--- src/rtl/prog_loader_if.sv ---
// Loader bus: byte-stream input with ready/valid, program RAM write port,
// and the download status flags.
interface prog_loader_if #(
  parameter int DATA_WIDTH = 8,
  parameter int ADDR_WIDTH = 12
);
  logic [DATA_WIDTH-1:0] rx_data;
  logic                  rx_valid;
  logic                  rx_ready;
  logic                  mem_we;
  logic [ADDR_WIDTH-1:0] mem_addr;
  logic [DATA_WIDTH-1:0] mem_wdata;
  logic                  busy;
  logic                  cpu_hold;
  logic                  done;
  logic                  error;

  // Loader side: consumes the stream, drives memory and status.
  modport slave (
    input  rx_data, rx_valid,
    output rx_ready, mem_we, mem_addr, mem_wdata, busy, cpu_hold, done, error
  );

  // Source side: byte producer and status observer.
  modport master (
    output rx_data, rx_valid,
    input  rx_ready, mem_we, mem_addr, mem_wdata, busy, cpu_hold, done, error
  );
endinterface

--- src/rtl/prog_loader.sv ---
// Framed byte-stream program loader: SYNC, ADDR_HI, ADDR_LO, LEN_HI, LEN_LO,
// payload, checksum. Payload bytes are written to program RAM one cycle after
// acceptance; done/error are sticky until the next SYNC.
module prog_loader #(
  parameter int              DATA_WIDTH = 8,
  parameter int              ADDR_WIDTH = 12,
  parameter logic [DATA_WIDTH-1:0] SYNC_BYTE = 8'hA5
) (
  input  logic         clk,
  input  logic         reset,
  prog_loader_if.slave bus
);

  localparam int LEN_W = 2 * DATA_WIDTH;
  localparam int CNT_W = ADDR_WIDTH + 1;
  localparam int HI_W  = ADDR_WIDTH - DATA_WIDTH;
  localparam logic [LEN_W-1:0] MAX_LEN = LEN_W'(1) << ADDR_WIDTH;

  typedef enum logic [2:0] {
    IDLE, ADDR_HI, ADDR_LO, LEN_HI, LEN_LO, DATA, CSUM
  } state_t;

  state_t                state_q, state_d;
  logic [ADDR_WIDTH-1:0] addr_q, addr_d;
  logic [DATA_WIDTH-1:0] lenhi_q, lenhi_d;
  logic [CNT_W-1:0]      cnt_q, cnt_d;
  logic [DATA_WIDTH-1:0] sum_q, sum_d;
  logic                  busy_q, busy_d;
  logic                  done_q, done_d;
  logic                  err_q, err_d;
  logic                  we_q, we_d;
  logic [ADDR_WIDTH-1:0] maddr_q, maddr_d;
  logic [DATA_WIDTH-1:0] wdata_q, wdata_d;
  logic                  rdy_q;
  logic [LEN_W-1:0]      len;
  logic                  acc;

  assign acc = bus.rx_valid && rdy_q;

  // State and datapath registers; reset aborts any frame and drops a pending write.
  always_ff @(posedge clk or posedge reset) begin
    if (reset) begin
      state_q <= IDLE;
      addr_q  <= '0;
      lenhi_q <= '0;
      cnt_q   <= '0;
      sum_q   <= '0;
      busy_q  <= 1'b0;
      done_q  <= 1'b0;
      err_q   <= 1'b0;
      we_q    <= 1'b0;
      maddr_q <= '0;
      wdata_q <= '0;
      rdy_q   <= 1'b0;
    end else begin
      state_q <= state_d;
      addr_q  <= addr_d;
      lenhi_q <= lenhi_d;
      cnt_q   <= cnt_d;
      sum_q   <= sum_d;
      busy_q  <= busy_d;
      done_q  <= done_d;
      err_q   <= err_d;
      we_q    <= we_d;
      maddr_q <= maddr_d;
      wdata_q <= wdata_d;
      rdy_q   <= 1'b1;
    end
  end

  // Frame parser: next state, running sum, write request and sticky flags.
  always_comb begin
    state_d = state_q;
    addr_d  = addr_q;
    lenhi_d = lenhi_q;
    cnt_d   = cnt_q;
    sum_d   = sum_q;
    busy_d  = busy_q;
    done_d  = done_q;
    err_d   = err_q;
    we_d    = 1'b0;
    maddr_d = maddr_q;
    wdata_d = wdata_q;
    len     = {lenhi_q, bus.rx_data};
    if (acc) begin
      // Every post-SYNC byte, checksum included, feeds the sum.
      sum_d = sum_q + bus.rx_data;
      unique case (state_q)
        IDLE: begin
          sum_d = sum_q;
          if (bus.rx_data == SYNC_BYTE) begin
            done_d  = 1'b0;
            err_d   = 1'b0;
            busy_d  = 1'b1;
            sum_d   = '0;
            state_d = ADDR_HI;
          end
        end
        ADDR_HI: begin
          addr_d  = {bus.rx_data[HI_W-1:0], addr_q[DATA_WIDTH-1:0]};
          state_d = ADDR_LO;
        end
        ADDR_LO: begin
          addr_d  = {addr_q[ADDR_WIDTH-1:DATA_WIDTH], bus.rx_data};
          state_d = LEN_HI;
        end
        LEN_HI: begin
          lenhi_d = bus.rx_data;
          state_d = LEN_LO;
        end
        LEN_LO: begin
          if (len > MAX_LEN) begin
            err_d   = 1'b1;
            busy_d  = 1'b0;
            state_d = IDLE;
          end else if (len == '0) begin
            state_d = CSUM;
          end else begin
            cnt_d   = len[CNT_W-1:0];
            state_d = DATA;
          end
        end
        DATA: begin
          we_d    = 1'b1;
          maddr_d = addr_q;
          wdata_d = bus.rx_data;
          addr_d  = addr_q + ADDR_WIDTH'(1);  // wraps modulo memory size
          cnt_d   = cnt_q - CNT_W'(1);
          if (cnt_q == CNT_W'(1)) state_d = CSUM;
        end
        CSUM: begin
          if (sum_d == '0) done_d = 1'b1;
          else             err_d  = 1'b1;
          busy_d  = 1'b0;
          state_d = IDLE;
        end
        default: state_d = IDLE;
      endcase
    end
  end

  assign bus.rx_ready  = rdy_q;
  assign bus.mem_we    = we_q;
  assign bus.mem_addr  = maddr_q;
  assign bus.mem_wdata = wdata_q;
  assign bus.busy      = busy_q;
  assign bus.cpu_hold  = busy_q;
  assign bus.done      = done_q;
  assign bus.error     = err_q;

endmodule

--- src/flat_wrapper.sv ---
// flat-port wrapper written by rule: the top's interface ports become plain ports
module prog_loader_flat 
#(
  parameter int              DATA_WIDTH = 8,
  parameter int              ADDR_WIDTH = 12,
  parameter logic [DATA_WIDTH-1:0] SYNC_BYTE = 8'hA5
)
  (clk, reset, bus_rx_data, bus_rx_valid, bus_rx_ready, bus_mem_we, bus_mem_addr, bus_mem_wdata, bus_busy, bus_cpu_hold, bus_done, bus_error);
  prog_loader_if #(.DATA_WIDTH(DATA_WIDTH), .ADDR_WIDTH(ADDR_WIDTH)) bus_i ();
  input  logic clk;
  input  logic reset;
  input wire logic [$bits(bus_i.rx_data)-1:0] bus_rx_data;
  input wire logic [$bits(bus_i.rx_valid)-1:0] bus_rx_valid;
  output wire logic [$bits(bus_i.rx_ready)-1:0] bus_rx_ready;
  output wire logic [$bits(bus_i.mem_we)-1:0] bus_mem_we;
  output wire logic [$bits(bus_i.mem_addr)-1:0] bus_mem_addr;
  output wire logic [$bits(bus_i.mem_wdata)-1:0] bus_mem_wdata;
  output wire logic [$bits(bus_i.busy)-1:0] bus_busy;
  output wire logic [$bits(bus_i.cpu_hold)-1:0] bus_cpu_hold;
  output wire logic [$bits(bus_i.done)-1:0] bus_done;
  output wire logic [$bits(bus_i.error)-1:0] bus_error;
  assign bus_i.rx_data = bus_rx_data;
  assign bus_i.rx_valid = bus_rx_valid;
  assign bus_rx_ready = bus_i.rx_ready;
  assign bus_mem_we = bus_i.mem_we;
  assign bus_mem_addr = bus_i.mem_addr;
  assign bus_mem_wdata = bus_i.mem_wdata;
  assign bus_busy = bus_i.busy;
  assign bus_cpu_hold = bus_i.cpu_hold;
  assign bus_done = bus_i.done;
  assign bus_error = bus_i.error;
  prog_loader #(.DATA_WIDTH(DATA_WIDTH), .ADDR_WIDTH(ADDR_WIDTH), .SYNC_BYTE(SYNC_BYTE)) u_core (.clk(clk), .reset(reset), .bus(bus_i));
endmodule
--- config.mk ---
export PLATFORM = sky130hd
export DESIGN_NAME = prog_loader_flat
export DESIGN_NICKNAME = d
export VERILOG_FILES = /design/src/rtl/prog_loader_if.sv /design/src/rtl/prog_loader.sv /design/src/flat_wrapper.sv
export SDC_FILE = /design/constraint.sdc
export NUM_CORES = 1
export LEC_CHECK = 0
export CAP_MARGIN = 20
export CORE_MARGIN = 2
export CORE_UTILIZATION = 34
export CTS_CLUSTER_DIAMETER = 40
export DETAILED_ROUTE_END_ITERATION = 8
export GPL_ROUTABILITY_DRIVEN = 1
export PLACE_DENSITY = 0.61
export SLEW_MARGIN = 20
export SYNTH_ARGS = -nofsm -noshare
export SYNTH_HDL_FRONTEND = slang
export SYNTH_SLANG_ARGS = --single-unit
--- constraint.sdc ---
create_clock -name clk -period 2.05 [get_ports clk]
set_input_delay 0.41 -clock clk [delete_from_list [all_inputs] [get_ports clk]]
set_output_delay 0.41 -clock clk [all_outputs]
set_load 0.01 [all_outputs]
## Word level (Yosys, flattened, before mapping)

Cells that the tools add are included.

| operators by class | value |
|---|---|
| $add $sub $neg | 3 |
| mux-type cells | 22 |
| magnitude comparators | 1 |
| reduce and logical (&&, ||, !) cells | 19 |
| equality and inequality tests | 15 |
| bitwise operators | 2 |

Operators by type and width:

| operator | number |
|---|---|
| $pmux W12 S3 | 1 |
| $mux W13 | 2 |
| $pmux W13 S2 | 1 |
| $pmux W3 S6 | 1 |
| $gt A16 B13 Y1 const B | 1 |
| $logic_not A16 Y1 | 1 |
| $mux W8 | 2 |
| $eq A13 B1 Y1 const B | 1 |
| $sub A13 B1 Y13 const B | 1 |
| $add A12 B1 Y12 const B | 1 |
| $reduce_and A4 Y1 | 3 |
| $eq A3 B3 Y1 const B | 3 |
| $mux W3 | 3 |
| $reduce_and A3 Y1 | 3 |
| $add A8 B8 Y8 | 1 |
| $eq A8 B8 Y1 const B | 1 |
| $logic_not A8 Y1 | 1 |
| $mux W1 | 8 |
| $ne A2 B1 Y1 const B | 4 |
| $reduce_bool A2 Y1 | 4 |
| $eq A3 B2 Y1 const B | 2 |
| $ne A2 B2 Y1 const B | 3 |
| $pmux W1 S3 | 2 |
| $reduce_and A2 Y1 | 3 |
| 8 further kinds | 9 |

| word-level totals | value |
|---|---|
| output and inout port bits | 26 |
| register bits | 69 |
| bits of input ports | 11 |
| word-level logic and storage cells | 75 |

## Depth between registers and ports, before layout

| depth | value |
|---|---|
| word-level depth | 4 |
| gate-level depth with buffers | 8 |
| mapped depth without buffers | 7 |

## Least setup slack after synthesis

No wires, ideal clock.

| timing path | value |
|---|---|
| path type | in2reg |
| from | in bus_rx_data[0] |
| to | reg u_core.err_q, in the netlist u_core.bus.error |
| buffers on the path | 0 |
| arrival time | 2.143 ns |
| stages | 7 |
| path slack | -0.234 ns |
| required time | 1.909 ns |
| setup time | 0.141 ns |
| cell sequence | ha_1 fa_1 a21o_1 a211oi_1 o221ai_1 a2111oi_0 o21ai_0 |

| on the way | value |
|---|---|
| longest elaborated chain between the ends | 4 |
| elaborated cells between the ends (all ways) | 8 |
| classes of those cells | add/sub (1); order compare (1); eq/ne (4); reduce/logical (2) |

Ends and longest elaborated chain:

| element | line | source |
|---|---|---|
| from (decl) | flat_wrapper.sv:12 | `input wire logic [$bits(bus_i.rx_data)-1:0] bus_rx_data;` |
| $add A8 B8 Y8 | prog_loader.sv:87 | `sum_d = sum_q + bus.rx_data;` |
| $logic_not A8 Y1 | prog_loader.sv:132 | `if (sum_d == '0) done_d = 1'b1;` |
| $ne A2 B2 Y1 (no source line) | - |  |
| $reduce_and A5 Y1 (no source line) (*) | - |  |
| to (signal assigned) | prog_loader.sv:63 | `err_q <= err_d;` |
| to (decl) | prog_loader.sv:30 | `logic err_q, err_d;` |

Every way passes the cells marked *; elsewhere a longest branch is shown, timed or not.
A chain may end at the register's enable or synchronous reset.

## Final worst setup path

| timing path | value |
|---|---|
| from | reg u_core.lenhi_q[2] |
| to | reg u_core.cnt_q[5] |

| on the way | value |
|---|---|
| longest elaborated chain between the ends | 3 |
| elaborated cells between the ends (all ways) | 5 |
| classes of those cells | order compare (1); eq/ne (2); reduce/logical (2) |

Ends and longest elaborated chain:

| element | line | source |
|---|---|---|
| from (decl) | prog_loader.sv:25 | `logic [DATA_WIDTH-1:0] lenhi_q, lenhi_d;` |
| from (signal assigned) | prog_loader.sv:58 | `lenhi_q <= lenhi_d;` |
| $gt A16 B13 Y1 or $logic_not A16 Y1 (tied branches) | prog_loader.sv:112, prog_loader.sv:116 |  |
| $ne A2 B2 Y1 (no source line) | - |  |
| $reduce_and A4 Y1 (no source line) (*) | - |  |
| to (signal assigned) | prog_loader.sv:59 | `cnt_q <= cnt_d;` |
| to (decl) | prog_loader.sv:26 | `logic [CNT_W-1:0] cnt_q, cnt_d;` |

Marked as above.

==> impl_results.rst <==
.. list-table::
   :header-rows: 1

   * - Metric
     - Value
   * - Worst Max-Slew Pin Slew
     - approximately 630 ps
   * - Leading register cell type out of synthesis
     - sky130_fd_sc_hd__dfrtp_1
   * - Number of antenna violations at the first check in global routing
     - 0
   * - Detailed Routing Iterations Pass 1
     - 5
   * - Final setup fails
     - 15
   * - Fraction of the yosys area taken by sequential cells
     - 0.457
   * - Horizontal extent of the die
     - 109 um
   * - Placed inst area
     - approximately 4800 um^2
   * - Number of vias in the routed layout
     - 3482
   * - Growth of design area from synthesis to finish
     - 39.0%
   * - Count of buffers inserted at the top-level ports
     - 36
   * - I/O pin count
     - 37
   * - Final critical delay including setup and external delays
     - approximately 2200 ps
   * - Flops & latches, synth
     - 69
   * - Layout Utilization
     - 0.485
   * - Area share of the largest cell type after synthesis
     - 0.457
   * - Pin count of the biggest net entering global routing
     - 70
   * - Top post-synthesis cells by count
     - sky130_fd_sc_hd__dfrtp_1, sky130_fd_sc_hd__o21ai_0, sky130_fd_sc_hd__a21oi_1
   * - Arrival time at the worst endpoint
     - about 2400 ps
   * - Clock latency of the later-clocked register in the worst-skew pair
     - approximately 350 ps
   * - Number of max-cap violations
     - 0
   * - Die height
     - between 100 and 150 um
   * - Cell count after synthesis
     - 379
   * - Register-to-register setup slack
     - -120 ps
   * - Worst path setup slack after routing
     - -123 ps
   * - Unrepaired setup endpoints after global routing
     - yes
   * - Cell leakage power
     - ~2.2 nW
   * - Fin cells
     - ~630
   * - Sequential Area
     - approximately 1700 um^2
   * - Violated checks
     - negative setup slack
   * - Critical path endpoint category
     - flop
   * - Worst vdd rail ir drop
     - between 0.8 and 0.9 mV
   * - Multi-input gate area in the final layout
     - around 2100 um^2
   * - HPWL after detailed placement
     - 7.37 mm
   * - Power per cell area
     - 1400 nW/um^2
   * - Startpoint types
     - flop
   * - Via/cell ratio
     - about 5.6
   * - GRT Residual Overflow
     - 0
   * - Via count of the first global-routing pass
     - 3375
   * - Origin of the critical flop-to-flop path
     - u_core.lenhi_q[2]$_DFFE_PP0P_
   * - Wire length of the first global-routing pass
     - 17.1 mm
   * - CTS Sinks
     - 69
   * - Most frequent cell after synthesis
     - sky130_fd_sc_hd__dfrtp_1
   * - Clock buffer count from CTS
     - 9
   * - Post-synthesis net count
     - 401
   * - Worst-case clock buffer depth
     - 2
   * - Critical R2R Capture
     - u_core.cnt_q[5]$_DFFE_PP0P_
   * - DR WL/cell
     - roughly 17 um
   * - Crit Path Class
     - reg2reg
   * - Worst min path class
     - reg2reg
   * - Number of warning messages in the yosys log
     - 0
   * - Launching element of the worst setup path
     - u_core.lenhi_q[2]$_DFFE_PP0P_
   * - Cell type with the largest total area after synthesis
     - sky130_fd_sc_hd__dfrtp_1
   * - Share of cells above drive strength 1
     - 0.334
   * - Area contributors post-synth
     - sky130_fd_sc_hd__dfrtp_1, sky130_fd_sc_hd__mux2_2, sky130_fd_sc_hd__o21ai_0
   * - Cell Count Post-Placement
     - about 600
   * - Number of nets still failing antenna checks after routing
     - 0
   * - Site row count
     - 38
   * - Post-synth design cell area
     - roughly 3800 um^2
   * - Number of hold buffers added after CTS
     - 0
   * - Critical path capture point
     - u_core.cnt_q[5]$_DFFE_PP0P_
   * - Max-slew violations
     - 0
   * - Number of filler cells placed in the layout
     - 1003
   * - Global router's overall resource usage
     - 0.184
   * - Total non-filler cell area in the finished layout
     - 5250 um^2
   * - Mean area per synthesized cell
     - ~10 um^2
   * - Worst rel slew slack
     - 0.577
   * - Share of the clock period used by the worst path after layout
     - 1.06
   * - Outcome
     - finished with violations
   * - Die footprint
     - approximately 12000 um^2
   * - Core region area
     - 10800 um^2
   * - Total count of hold-check failures in the final report
     - 0
   * - Final worst clock skew
     - between 10 and 15 ps
   * - Violation count after the first detailed-routing iteration
     - roughly 210
   * - Post-synth ARST share
     - 1.00
   * - Launch point of the worst hold path
     - u_core.sum_q[2]$_DFFE_PP0P_
   * - R2R cell count
     - 6
   * - CTS tree
     - yes
   * - Crit Path Max Fanout
     - 5
   * - N_diodes
     - 0
   * - Number of DRC violations after detailed routing
     - 0
   * - Required time at the worst-slack endpoint
     - 2270 ps
   * - Initial Util
     - 0.349
   * - Wirelength, routed
     - approximately 11 mm
   * - Post-placement setup slack
     - -758 ps
   * - Post-layout power
     - between 7 and 8 mW
   * - Clock transition time at the flip-flop clock pins of the worst setup and hold paths
     - about 80 ps
   * - Clock tree root driver cell
     - sky130_fd_sc_hd__clkbuf_8
   * - Gpl congestion
     - 0.864
   * - Number of synthesized flops with an enable pin
     - 0
   * - H-tree lvl count
     - 3
   * - Synth unique cells
     - 62
   * - Number of nets at the end of the flow
     - 502
   * - Peak Freq
     - 0.460 GHz
[through the flow]
step / TNS (ps) / hold slack (ps)
2_1_floorplan: -171 / 453
3_3_place_gp: -14090 / 474
3_5_place_dp: -15420 / 481
4_1_cts: -425 / 498
5_1_grt: -1700 / 518
6_report: -989 / 504
[cell usage in the layout, fill, tap and decap left out, types with 3 or more instances in the layout]
master                             n
sky130_fd_sc_hd__inv_1            12
sky130_fd_sc_hd__nor3_1            9
sky130_fd_sc_hd__buf_4            70
sky130_fd_sc_hd__a22o_1            6
sky130_fd_sc_hd__or3_1             4
sky130_fd_sc_hd__dfrtp_1          69
sky130_fd_sc_hd__or2_2             3
sky130_fd_sc_hd__a31oi_1           6
sky130_fd_sc_hd__nor4_1           10
sky130_fd_sc_hd__o22ai_2           4
sky130_fd_sc_hd__clkbuf_8         11
sky130_fd_sc_hd__nand2_1          19
sky130_fd_sc_hd__o2bb2ai_1         3
sky130_fd_sc_hd__or4_4             4
sky130_fd_sc_hd__mux2_2           27
sky130_fd_sc_hd__nand3_1           7
sky130_fd_sc_hd__clkdlybuf4s50_1  28
sky130_fd_sc_hd__nand2b_1          3
sky130_fd_sc_hd__nor3b_1           3
sky130_fd_sc_hd__o21ai_1           6
sky130_fd_sc_hd__buf_6             4
sky130_fd_sc_hd__o2bb2ai_2         4
sky130_fd_sc_hd__a211oi_2          3
sky130_fd_sc_hd__ha_1              7
sky130_fd_sc_hd__nor2b_1           3
sky130_fd_sc_hd__nor2_1           26
sky130_fd_sc_hd__o31ai_1           6
sky130_fd_sc_hd__dlygate4sd2_1     6
sky130_fd_sc_hd__a32oi_1           3
sky130_fd_sc_hd__a21oi_1          29
sky130_fd_sc_hd__o21ai_2           3
sky130_fd_sc_hd__o22ai_1           4
sky130_fd_sc_hd__o21ai_0          25
[state kept, by name, indices dropped and copies added (netlist names)]
name	flops
u_core.lenhi_q	8
u_core.bus.busy	1
u_core.bus.rx_ready	1
u_core.bus.done	1
u_core.bus.mem_we	1
u_core.bus.error	1
u_core.addr_q	12
u_core.cnt_q	13
u_core.state_q	3
u_core.sum_q	8
u_core.bus.mem_wdata	8
u_core.bus.mem_addr	12
[final cells by class]
class,count,area share
sequential,69,0.329
multi-input combinational,275,0.405
tap,140,0.0333
clock buffer,12,0.0295
clock inverter,4,0.0105
timing repair buffer,112,0.183
inverter,13,0.0100
[worst min-delay path by stage]
| stage | to | slack, ps | cells past startpoint |
|---|---|---|---|
| floorplan | u_core.sum_q[3]$_DFFE_PP0P_ | 450 | 2 |
| global placement | u_core.sum_q[4]$_DFFE_PP0P_ | 470 | 2 |
| detailed placement | u_core.sum_q[2]$_DFFE_PP0P_ | 480 | 2 |
| CTS | u_core.sum_q[2]$_DFFE_PP0P_ | 500 | 2 |
| global route | u_core.sum_q[2]$_DFFE_PP0P_ | 520 | 2 |
| finish | u_core.sum_q[2]$_DFFE_PP0P_ | 500 | 2 |
[power breakdown]
group / leakage [nW] / internal, mW / switching, mW
Clock: 0.103 / 0.636 / 0.554
Sequential: 0.865 / 1.95 / 0.511
Combinational: 1.22 / 1.95 / 1.76
Total: 2.19 / 4.54 / 2.83
[kinds of logic after synthesis]
| family | Yosys count | synth area share |
|---|---|---|
| AO/OA/AOI/OAI | 125 | 0.215 |
| XOR/XNOR | 2 | 0.00464 |
| adder cells (fa/ha/maj) | 11 | 0.0384 |
| buffers and inverters | 35 | 0.0404 |
| flip-flops | 69 | 0.457 |
| multiplexers | 28 | 0.0834 |
| other | 1 | 0.000992 |
| AND/OR/NAND/NOR | 108 | 0.161 |
[worst max-delay path, stage by stage (launching register included)]
cell	delay (ps)
sky130_fd_sc_hd__dfrtp_1	390
sky130_fd_sc_hd__or4_4	580
sky130_fd_sc_hd__o31a_1	340
sky130_fd_sc_hd__nor4_4	300
sky130_fd_sc_hd__buf_4	230
sky130_fd_sc_hd__o22ai_2	80
sky130_fd_sc_hd__o2bb2ai_1	130
[routing by layer]
layer	up-vias	part of all wire	global-route usage
li1	1635	-	-
met1	1727	0.44	0.247
met2	96	0.49	0.297
met3	24	0.045	0.0326
met4	0	0.021	0.0705
met5	-	0	0
[what timing repair did]
item	CTS	global route
gates cloned	0	1
resized for setup	26	23
setup buffers	4	3
endpoints found under the setup margin	22	20
pin swaps	11	17
(Power assumes the default switching activity.)
